--- src/rtl/snake_kbd_ctrl_if.sv ---
// snake_kbd_ctrl_if: keyboard FIFO handshake between scan-code FIFO (master) and parser (slave)
interface snake_kbd_ctrl_if;
  logic       ready;
  logic       overflow;
  logic [7:0] data;
  logic       nextdata_n;
  modport master (output ready, overflow, data, input nextdata_n);
  modport slave (input ready, overflow, data, output nextdata_n);
endinterface

--- src/rtl/snake_kbd_ctrl.sv ---
// snake_kbd_ctrl: PS/2 scan-code parser steering up to two snakes through buffered turn queues
module snake_kbd_ctrl #(
  parameter int PLAYERS     = 2,
  parameter int QUEUE_DEPTH = 2,
  parameter int NO_REVERSE  = 1
) (
  input  logic                 clk,
  input  logic                 clr,
  snake_kbd_ctrl_if.slave      kbd,
  input  logic                 step,
  output logic [2*PLAYERS-1:0] direction,
  output logic                 run,
  output logic                 restart,
  output logic                 err
);
  localparam int CW = $clog2(QUEUE_DEPTH) + 1;
  localparam int PW = QUEUE_DEPTH > 1 ? $clog2(QUEUE_DEPTH) : 1;
  localparam logic [2*PLAYERS-1:0] DIR_INIT = (2*PLAYERS)'(4'b1011);
  typedef enum logic [1:0] {IDLE, POP, WAIT} state_t;
  state_t state, state_n;
  logic [7:0] code;
  logic ext, brk, space_held, r_held;
  logic [1:0] q_mem [PLAYERS][QUEUE_DEPTH];
  logic [PW-1:0] rp [PLAYERS];
  logic [PW-1:0] wp [PLAYERS];
  logic [CW-1:0] cnt [PLAYERS];
  logic [1:0] ref_dir [PLAYERS];
  logic [PLAYERS-1:0] hit, push, pop;
  logic eval, make, rel, p0_hit, p1_hit, toggle, do_restart;
  logic [1:0] key_dir;

  function automatic logic [PW-1:0] inc(input logic [PW-1:0] v);
    return v == PW'(QUEUE_DEPTH - 1) ? '0 : v + 1'b1;
  endfunction

  always_ff @(posedge clk or posedge clr)
    if (clr) state <= IDLE;
    else state <= state_n;

  always_comb begin
    state_n = state == IDLE ? (kbd.ready ? POP : IDLE) : state == POP ? WAIT : IDLE;
    kbd.nextdata_n = state != POP;
  end

  always_comb begin
    hit = '0;
    push = '0;
    pop = '0;
    eval = state == POP;
    make = eval && code != 8'hE0 && code != 8'hF0 && !brk;
    rel = eval && code != 8'hE0 && code != 8'hF0 && brk;
    p0_hit = !ext && (code == 8'h1D || code == 8'h1B || code == 8'h1C || code == 8'h23);
    p1_hit = PLAYERS > 1 && ext && (code == 8'h75 || code == 8'h72 || code == 8'h6B || code == 8'h74);
    key_dir = code == 8'h1D || code == 8'h75 ? 2'b00 :
              code == 8'h1B || code == 8'h72 ? 2'b01 :
              code == 8'h1C || code == 8'h6B ? 2'b10 : 2'b11;
    toggle = make && code == 8'h29 && !space_held;
    do_restart = make && code == 8'h2D && !r_held;
    for (int p = 0; p < PLAYERS; p++) begin
      hit[p] = make && (p == 0 ? p0_hit : p1_hit);
      // Compare against the last queued turn so chained turns are filtered as a sequence
      ref_dir[p] = cnt[p] != '0 ? q_mem[p][wp[p] == '0 ? PW'(QUEUE_DEPTH - 1) : wp[p] - 1'b1]
                                : direction[2*p +: 2];
      push[p] = hit[p] && key_dir != ref_dir[p] && !(NO_REVERSE != 0 && key_dir[1] == ref_dir[p][1])
                && cnt[p] != CW'(QUEUE_DEPTH);
      pop[p] = step && run && cnt[p] != '0;
    end
  end

  always_ff @(posedge clk)
    for (int p = 0; p < PLAYERS; p++)
      if (push[p]) q_mem[p][wp[p]] <= key_dir;

  always_ff @(posedge clk or posedge clr)
    if (clr) begin
      code <= '0;
      ext <= 1'b0;
      brk <= 1'b0;
      space_held <= 1'b0;
      r_held <= 1'b0;
      run <= 1'b0;
      restart <= 1'b0;
      err <= 1'b0;
      direction <= DIR_INIT;
      for (int p = 0; p < PLAYERS; p++) begin
        rp[p] <= '0;
        wp[p] <= '0;
        cnt[p] <= '0;
      end
    end else begin
      restart <= do_restart;
      if (state == IDLE && kbd.ready) code <= kbd.data;
      if (eval) begin
        ext <= code == 8'hE0 ? 1'b1 : code == 8'hF0 ? ext : 1'b0;
        brk <= code == 8'hF0 ? 1'b1 : code == 8'hE0 ? brk : 1'b0;
      end
      if (make && code == 8'h29) space_held <= 1'b1;
      if (rel && code == 8'h29) space_held <= 1'b0;
      if (make && code == 8'h2D) r_held <= 1'b1;
      if (rel && code == 8'h2D) r_held <= 1'b0;
      if (toggle) run <= !run;
      for (int p = 0; p < PLAYERS; p++) begin
        if (push[p]) wp[p] <= inc(wp[p]);
        if (pop[p]) begin
          direction[2*p +: 2] <= q_mem[p][rp[p]];
          rp[p] <= inc(rp[p]);
        end
        cnt[p] <= cnt[p] + CW'(push[p]) - CW'(pop[p]);
      end
      if (do_restart) begin
        run <= 1'b0;
        err <= 1'b0;
        direction <= DIR_INIT;
        for (int p = 0; p < PLAYERS; p++) begin
          rp[p] <= '0;
          wp[p] <= '0;
          cnt[p] <= '0;
        end
      end
      // A lost byte may have been part of a prefix, so the prefix state is discarded
      if (kbd.overflow) begin
        err <= 1'b1;
        ext <= 1'b0;
        brk <= 1'b0;
      end
    end
endmodule

--- src/flat_wrapper.sv ---
// flat-port wrapper written by rule: the top's interface ports become plain ports
module snake_kbd_ctrl_flat 
#(
  parameter int PLAYERS     = 2,
  parameter int QUEUE_DEPTH = 2,
  parameter int NO_REVERSE  = 1
)
  (clk, clr, step, direction, run, restart, err, kbd_ready, kbd_overflow, kbd_data, kbd_nextdata_n);
  snake_kbd_ctrl_if kbd_i ();
  input  logic clk;
  input  logic clr;
  input  logic step;
  output logic [2*PLAYERS-1:0] direction;
  output logic run;
  output logic restart;
  output logic err;
  input wire logic [$bits(kbd_i.ready)-1:0] kbd_ready;
  input wire logic [$bits(kbd_i.overflow)-1:0] kbd_overflow;
  input wire logic [$bits(kbd_i.data)-1:0] kbd_data;
  output wire logic [$bits(kbd_i.nextdata_n)-1:0] kbd_nextdata_n;
  assign kbd_i.ready = kbd_ready;
  assign kbd_i.overflow = kbd_overflow;
  assign kbd_i.data = kbd_data;
  assign kbd_nextdata_n = kbd_i.nextdata_n;
  snake_kbd_ctrl #(.PLAYERS(PLAYERS), .QUEUE_DEPTH(QUEUE_DEPTH), .NO_REVERSE(NO_REVERSE)) u_core (.clk(clk), .clr(clr), .kbd(kbd_i), .step(step), .direction(direction), .run(run), .restart(restart), .err(err));
endmodule
--- config.mk ---
export PLATFORM = sky130hd
export DESIGN_NAME = snake_kbd_ctrl_flat
export DESIGN_NICKNAME = d
export VERILOG_FILES = /design/src/rtl/snake_kbd_ctrl_if.sv /design/src/rtl/snake_kbd_ctrl.sv /design/src/flat_wrapper.sv
export SDC_FILE = /design/constraint.sdc
export NUM_CORES = 1
export LEC_CHECK = 0
export ABC_CLOCK_PERIOD_IN_PS = 2000
export CORE_MARGIN = 1.5
export CORE_UTILIZATION = 31
export CTS_BUF_LIST = sky130_fd_sc_hd__clkbuf_4
export CTS_CLUSTER_DIAMETER = 150
export CTS_CLUSTER_SIZE = 25
export DETAILED_ROUTE_END_ITERATION = 10
export PLACE_DENSITY = 0.5
export SYNTH_ARGS = -nofsm -noshare
export SYNTH_HDL_FRONTEND = slang
export SYNTH_SLANG_ARGS = --single-unit
--- constraint.sdc ---
create_clock -name clk -period 2 [get_ports clk]
set_input_delay 0.4 -clock clk [delete_from_list [all_inputs] [get_ports clk]]
set_output_delay 0.4 -clock clk [all_outputs]
set_load 0.01 [all_outputs]
; ---- After elaboration in Yosys (flattened, before gate mapping)
; Memory sizes are Yosys's and may differ from the RTL's.
; Cells that the tools add are included.
[word_totals]
regBits = 29
ram_bits = 8
inputBits = 13
out_inout_bits = 8
elab_cells = 186
memories = 1
[op_classes]
add_sub_neg = 10
n_lt_le_gt_ge = 8
n_eq_ne = 24
muxes = 63
bitwise_logic = 6
reduce_logical = 57
[mem_list]
columns = name, depth, width, read_ports, rd_clocked_by_memory_dff, wr, line
row1 = u_core.q_mem, 2, 4, 2, 0, 1, snake_kbd_ctrl.sv:23  ; logic [1:0] q_mem [PLAYERS][QUEUE_DEPTH];
[op_table]
columns = op, count
row1 = $mux W2, 24
row2 = $eq A8 B7 Y1 const B, 4
row3 = $mux W1, 31
row4 = $logic_and A1 B1 Y1, 26
row5 = $eq A8 B5 Y1 const B, 3
row6 = $eq A8 B6 Y1 const B, 3
row7 = $mux W4, 6
row8 = $reduce_bool A2 Y1, 11
row9 = $eq A8 B8 Y1 const B, 2
row10 = $ne A8 B8 Y1 const B, 2
row11 = $ge A2 B2 Y1 const B, 6
row12 = $not A1 Y2, 6
row13 = $logic_or A1 B1 Y1, 9
row14 = $logic_not A1 Y1, 7
row15 = $add A1 B1 Y1 const B, 4
row16 = $add A2 B1 Y2, 2
row17 = $demux W2 S1, 2
row18 = $lt A2 B1 Y1 const B, 2
row19 = $ne A2 B2 Y1, 2
row20 = $ne A2 B2 Y1 const B, 2
row21 = $reduce_and A2 Y1, 2
row22 = $reduce_or A4 Y1, 1
row23 = $sub A2 B1 Y2, 2
row24 = $ne A3 B2 Y1 const B, 1
row25 = other kinds (6), 8

; ---- Longest topological paths before layout
[depth]
depth_word = 15
ltp_mapped = 10
ltp_nobuf = 9

; ---- Worst setup path before layout
; OpenSTA, ideal clock, no wires.
[synth_path]
path_kind = register to register
start = reg u_core.code[2]
end = reg u_core.cnt[3] in the netlist's numbering
setup_ns = 0.119
arrival_time_ns = 1.858
t_required_ns = 1.881
setup_slack_ns = 0.023
path_stages_with_launch = 10
n_path_buf = 0
synth_period_minus_slack_ns = 1.977
cell_sequence = dfrtp_1 > and2b_4 > o2111ai_1 > nand3_2 > xnor2_2 > nor3_1 > ha_1 > xor2_1 > xnor2_1 > nor2_1
[synth_between]
elab_chain_len = 12
word_cells_on_any_way = 35
classes_between = add/sub: 2 / eq/ne: 12 / mux: 4 / reduce/logical: 17
[synth_lines]
columns = element, line
row1 = "start, declared", snake_kbd_ctrl.sv:21  ; logic [7:0] code;
row2 = "start signal, assigned", snake_kbd_ctrl.sv:92  ; if (state == IDLE && kbd.ready) code <= kbd.data;
row3 = "$eq A8 B5 Y1, or another cell as far along", "snake_kbd_ctrl.sv:52, snake_kbd_ctrl.sv:56"
row4 = "$logic_or A1 B1 Y1, on equally long branches", "snake_kbd_ctrl.sv:56, snake_kbd_ctrl.sv:52"
row5 = $mux W1 or $logic_or A1 B1 Y1 (tied branches), "snake_kbd_ctrl.sv:56, snake_kbd_ctrl.sv:52"
row6 = $mux W2 or $logic_or A1 B1 Y1 (tied branches), "snake_kbd_ctrl.sv:55, snake_kbd_ctrl.sv:52"
row7 = $mux W2 or $logic_and A1 B1 Y1 (tied branches), "snake_kbd_ctrl.sv:54, snake_kbd_ctrl.sv:52"
row8 = $ne A2 B2 Y1 or $logic_and A1 B1 Y1 (tied branches), "snake_kbd_ctrl.sv:64, snake_kbd_ctrl.sv:60"
row9 = $logic_and A1 B1 Y1 (2 in series), snake_kbd_ctrl.sv:64  ; push[p] = hit[p] && key_dir != ref_dir[p] && !(NO_REVERSE != 0 && key_dir[1] == ref_dir[p][1])
row10 = $logic_and A1 B1 Y1, snake_kbd_ctrl.sv:65  ; && cnt[p] != CW'(QUEUE_DEPTH);
row11 = $add A2 B1 Y2, snake_kbd_ctrl.sv:108  ; cnt[p] <= cnt[p] + CW'(push[p]) - CW'(pop[p]);
row12 = $sub A2 B1 Y2, snake_kbd_ctrl.sv:108
row13 = $mux W4 *, snake_kbd_ctrl.sv:110  ; if (do_restart) begin
row14 = "end signal, assigned by index", snake_kbd_ctrl.sv:108
row15 = "end, declared", snake_kbd_ctrl.sv:26  ; logic [CW-1:0] cnt [PLAYERS];
; Mark *: on every way between the ends. The rest lies on a longest branch, timed or not.
; A chain may end at the register's enable or synchronous reset.

; ---- Worst setup path in the final report
[layout_path]
start = reg u_core.code[2]
end = reg u_core.cnt[1] in the netlist's numbering
[layout_between]
elab_chain_len = 12
word_cells_on_any_way = 35
classes_between = add/sub: 2 / eq/ne: 12 / mux: 4 / reduce/logical: 17
[layout_lines]
columns = element, line
row1 = "$eq A8 B5 Y1, or another cell as far along", snake_kbd_ctrl.sv:56  ; code == 8'h1C || code == 8'h6B ? 2'b10 : 2'b11;
row2 = "$logic_or A1 B1 Y1, on equally long branches", "snake_kbd_ctrl.sv:56, snake_kbd_ctrl.sv:53"
row3 = $mux W1 or $logic_or A1 B1 Y1 (tied branches), "snake_kbd_ctrl.sv:56, snake_kbd_ctrl.sv:53"
row4 = $mux W2 or $logic_or A1 B1 Y1 (tied branches), "snake_kbd_ctrl.sv:55, snake_kbd_ctrl.sv:53"
row5 = $mux W2 or $logic_and A1 B1 Y1 (tied branches), "snake_kbd_ctrl.sv:54, snake_kbd_ctrl.sv:53"
row6 = $ne A2 B2 Y1 or $logic_and A1 B1 Y1 (tied branches), "snake_kbd_ctrl.sv:64, snake_kbd_ctrl.sv:60"
row7 = $logic_and A1 B1 Y1 (2 in series), snake_kbd_ctrl.sv:64
row8 = $logic_and A1 B1 Y1, snake_kbd_ctrl.sv:65
row9 = $add A2 B1 Y2, snake_kbd_ctrl.sv:108
row10 = $sub A2 B1 Y2, snake_kbd_ctrl.sv:108
row11 = $mux W4 *, snake_kbd_ctrl.sv:110
; Marked as above.

==> flow_metrics.py <==
metrics = {
    "yosys": {
        "syn-cell-area_um2": 1860,
        "yosysSeqAreaShare_pct": 52.2,
        "syn_area_per_cell_um2": 11.2,
        "synth_warnings": 0,
        "synthCells": 166,
        "synth_seq_cells": 37,
        "ys_async_sr_fraction_pct": 78.4,
        "synth_cell_types": 44,
        "synth_edf_count": 8,
        "synthFlopType": "dfrtp_1",
        "synth_nets": 183,
    },
    "finish": {
        "fin_area_um2": 2560,
        "final_cell_mix": "35 x buf_4, 24 x dfrtp_1, 19 x clkdlybuf4s50_1",
        "nets": 242,
        "area_delta_synth_final_pct": 37.8,
        "final_common_cell": "buf_4",
        "drive_gt1_share_pct": 35.0,
        "n_antenna_cell": 0,
        "fill_cells": 560,
    },
    "sta": {
        "finalCritPeriodShare_pct": 99.0,
        "hold_viol": 0,
        "setup_slack_ns": 0.0192,
        "max_slew_margin_pct": 64.1,
        "skew_ns": 0.00710,
        "min_period_ns": 1.98,
        "fmax_ghz": 0.505,
        "slew_viol_final": 0,
        "rsz0062_at_grt": "true",
        "setup_violations": 0,
        "whs_ns": 0.423,
        "tightest_slew_ns": 0.533,
    },
    "pwr": {
        "power_density_nw_per_um2": 751,
        "power_mw": 1.92,
        "p_leak_nw": 1.07,
        "vdd_ir_drop_max_v": 0.000391,
    },
    "clock_tree": {
        "path_clk_slew_ns": 0.11,
        "cts_inserted_buffers": 5,
        "cts-root-buf": "clkbuf_4",
        "insertion_delay_ns": 0.34,
        "cts-htree-levels": 2,
        "cts_sinks": 37,
        "clk_path_buf_depth": 2,
        "cts_tree": "yes",
    },
    "setup_path": {
        "cp_max_fo": 4,
        "crit_type": "register to register",
        "critPathLaunch": "u_core.code[2]$_DFFE_PP0P_",
        "crit_arrival_ns": 2.22,
        "startpoint_type": "register",
        "required_ns": 2.24,
        "r2r-start": "u_core.code[2]$_DFFE_PP0P_",
        "cp-end-kind": "register",
    },
    "drt": {
        "drtIter0Drc": 57,
        "drcViolationCount": 0,
        "dr.pass1.iters": 4,
        "finalWirelength_mm": 3.93,
        "vias": 1402,
        "viasPerCell": 4.66,
        "ant_nets": 0,
        "routedWlPerCell_um": 13.1,
    },
    "placement": {
        "dp_hpwl_mm": 3.08,
        "dp_slack_ns": -0.232,
        "io_buffer_count": 20,
        "gp_congestion": 0.821,
        "place_area_um2": 2370,
    },
    "grt": {
        "first_global_vias": 1449,
        "antenna_found_initial": 0,
        "grt_util_all_layers_pct": 14.5,
        "grt_max_degree": 30,
        "grt_overflow": 0,
        "grt_pass1_wl_mm": 6.99,
    },
    "worst_hold_path": {
        "hp-class": "input pin to async pin",
    },
    "die": {
        "io_pins": 21,
        "fp.dieW_um": 80.4,
        "row_count": 28,
        "fp.dieArea_um2": 6470,
        "initial_core_util_pct": 31.8,
        "die_height_um": 80.4,
        "fp.coreArea_um2": 5850,
    },
    "job": {
        "maxCapViolations": 0,
    },
    "status": {
        "status": "complete, no violations",
    },
}
==> where the power goes <==
group / switching [mW] / internal, mW / leakage, nW
Combinational: 0.211 / 0.287 / 0.586
Sequential: 0.0715 / 0.837 / 0.445
Clock: 0.242 / 0.274 / 0.0433
==> final timing paths <==
check | slack, ns | cells after the start | endpoint
worst min-delay path | 0.42 | 3 | u_core.rp[0]$_DFFE_PP0P_
worst max register to register | 0.02 | 10 | u_core.cnt[1]$_DFF_PP0_
worst max-delay path | 0.02 | 10 | u_core.cnt[1]$_DFF_PP0_
worst min register to register | 0.49 | 1 | u_core.err$_DFFE_PP0P_
max in group asynchronous | 1.26 | 3 | u_core.direction[3]$_DFFE_PP1P_
min in group clk | 0.49 | 1 | u_core.err$_DFFE_PP0P_
==> critical path: stages, from the launching register on <==
cell	delay [ns]
dfrtp_1	0.42
and2b_4	0.20
o2111ai_2	0.18
nand3_2	0.14
buf_6	0.14
xnor2_2	0.14
nor2_2	0.12
ha_2	0.19
xor2_1	0.17
xnor2_1	0.14
nor2_1	0.05
==> stage by stage <==
step	utilization [%]	TNS (ns)	cells
finish	43.8	0	301
floorplan	-	0	166
global placement	40.5	-0.236	289
detailed placement	40.5	-0.407	289
CTS	43.4	-0.0674	302
global route	43.8	-0.259	301
==> flip-flops by register name (all words and copies together), names as in the netlist <==
| register | flops |
|---|---|
| u_core.state | 2 |
| u_core.rp | 2 |
| u_core.ext | 1 |
| u_core.q_mem | 8 |
| u_core.restart | 1 |
| u_core.brk | 1 |
| u_core.r_held | 1 |
| u_core.code | 8 |
| u_core.run | 1 |
| u_core.wp | 2 |
| u_core.cnt | 4 |
| u_core.err | 1 |
| u_core.space_held | 1 |
| u_core.direction | 4 |
==> cells in the mapped netlist, types with 5 or more instances <==
master    count  area, µm²
xnor2_1       5       43.8
nand4_1       5       31.3
a21oi_1       6       30.0
mux2_2        8       90.1
dfrtp_1      26        651
nand2_1       9       33.8
edfxtp_1      8        240
nor2_1       18       67.6
inv_1         8       30.0
mux2i_1       6       60.1
==> layout make-up <==
class,instances,area [µm²],area share [%]
Inverter,9,36.3,1.42
Timing Repair Buffer,57,484,18.9
Tap cell,75,93.8,3.67
Clock buffer,6,45.0,1.76
Multi-Input combinational cell,115,895,34.9
Clock inverter,2,33.8,1.32
Sequential cell,37,972,38.0
==> kinds of logic after synthesis <==
group,synth area share (%)
and+or+nand+nor,19.7
DFF,52.2
AOI/OAI and AO/OA,9.36
buffers and inverters,3.30
muxes,8.08
xor gates and xnor gates,4.65
adders and majority gates,2.69
==> routing by layer <==
layer	track usage (%)	up-vias	routed length, µm
li1	-	704	-
met1	17.2	671	1670
met2	25.5	22	2070
met3	4.09	5	141
met4	4.14	0	51
met5	0	-	0
==> repair_timing <==
action / 4_1_cts / 5_1_grt
gates resized for setup: 12 / 10
pin swaps: 13 / 6
hold endpoints to repair: 0 / 0
setup buffers: 5 / 0
setup endpoints to repair: 3 / 17
hold buffers: 0 / 0
No activity file was read; power rests on OpenSTA's default activity.
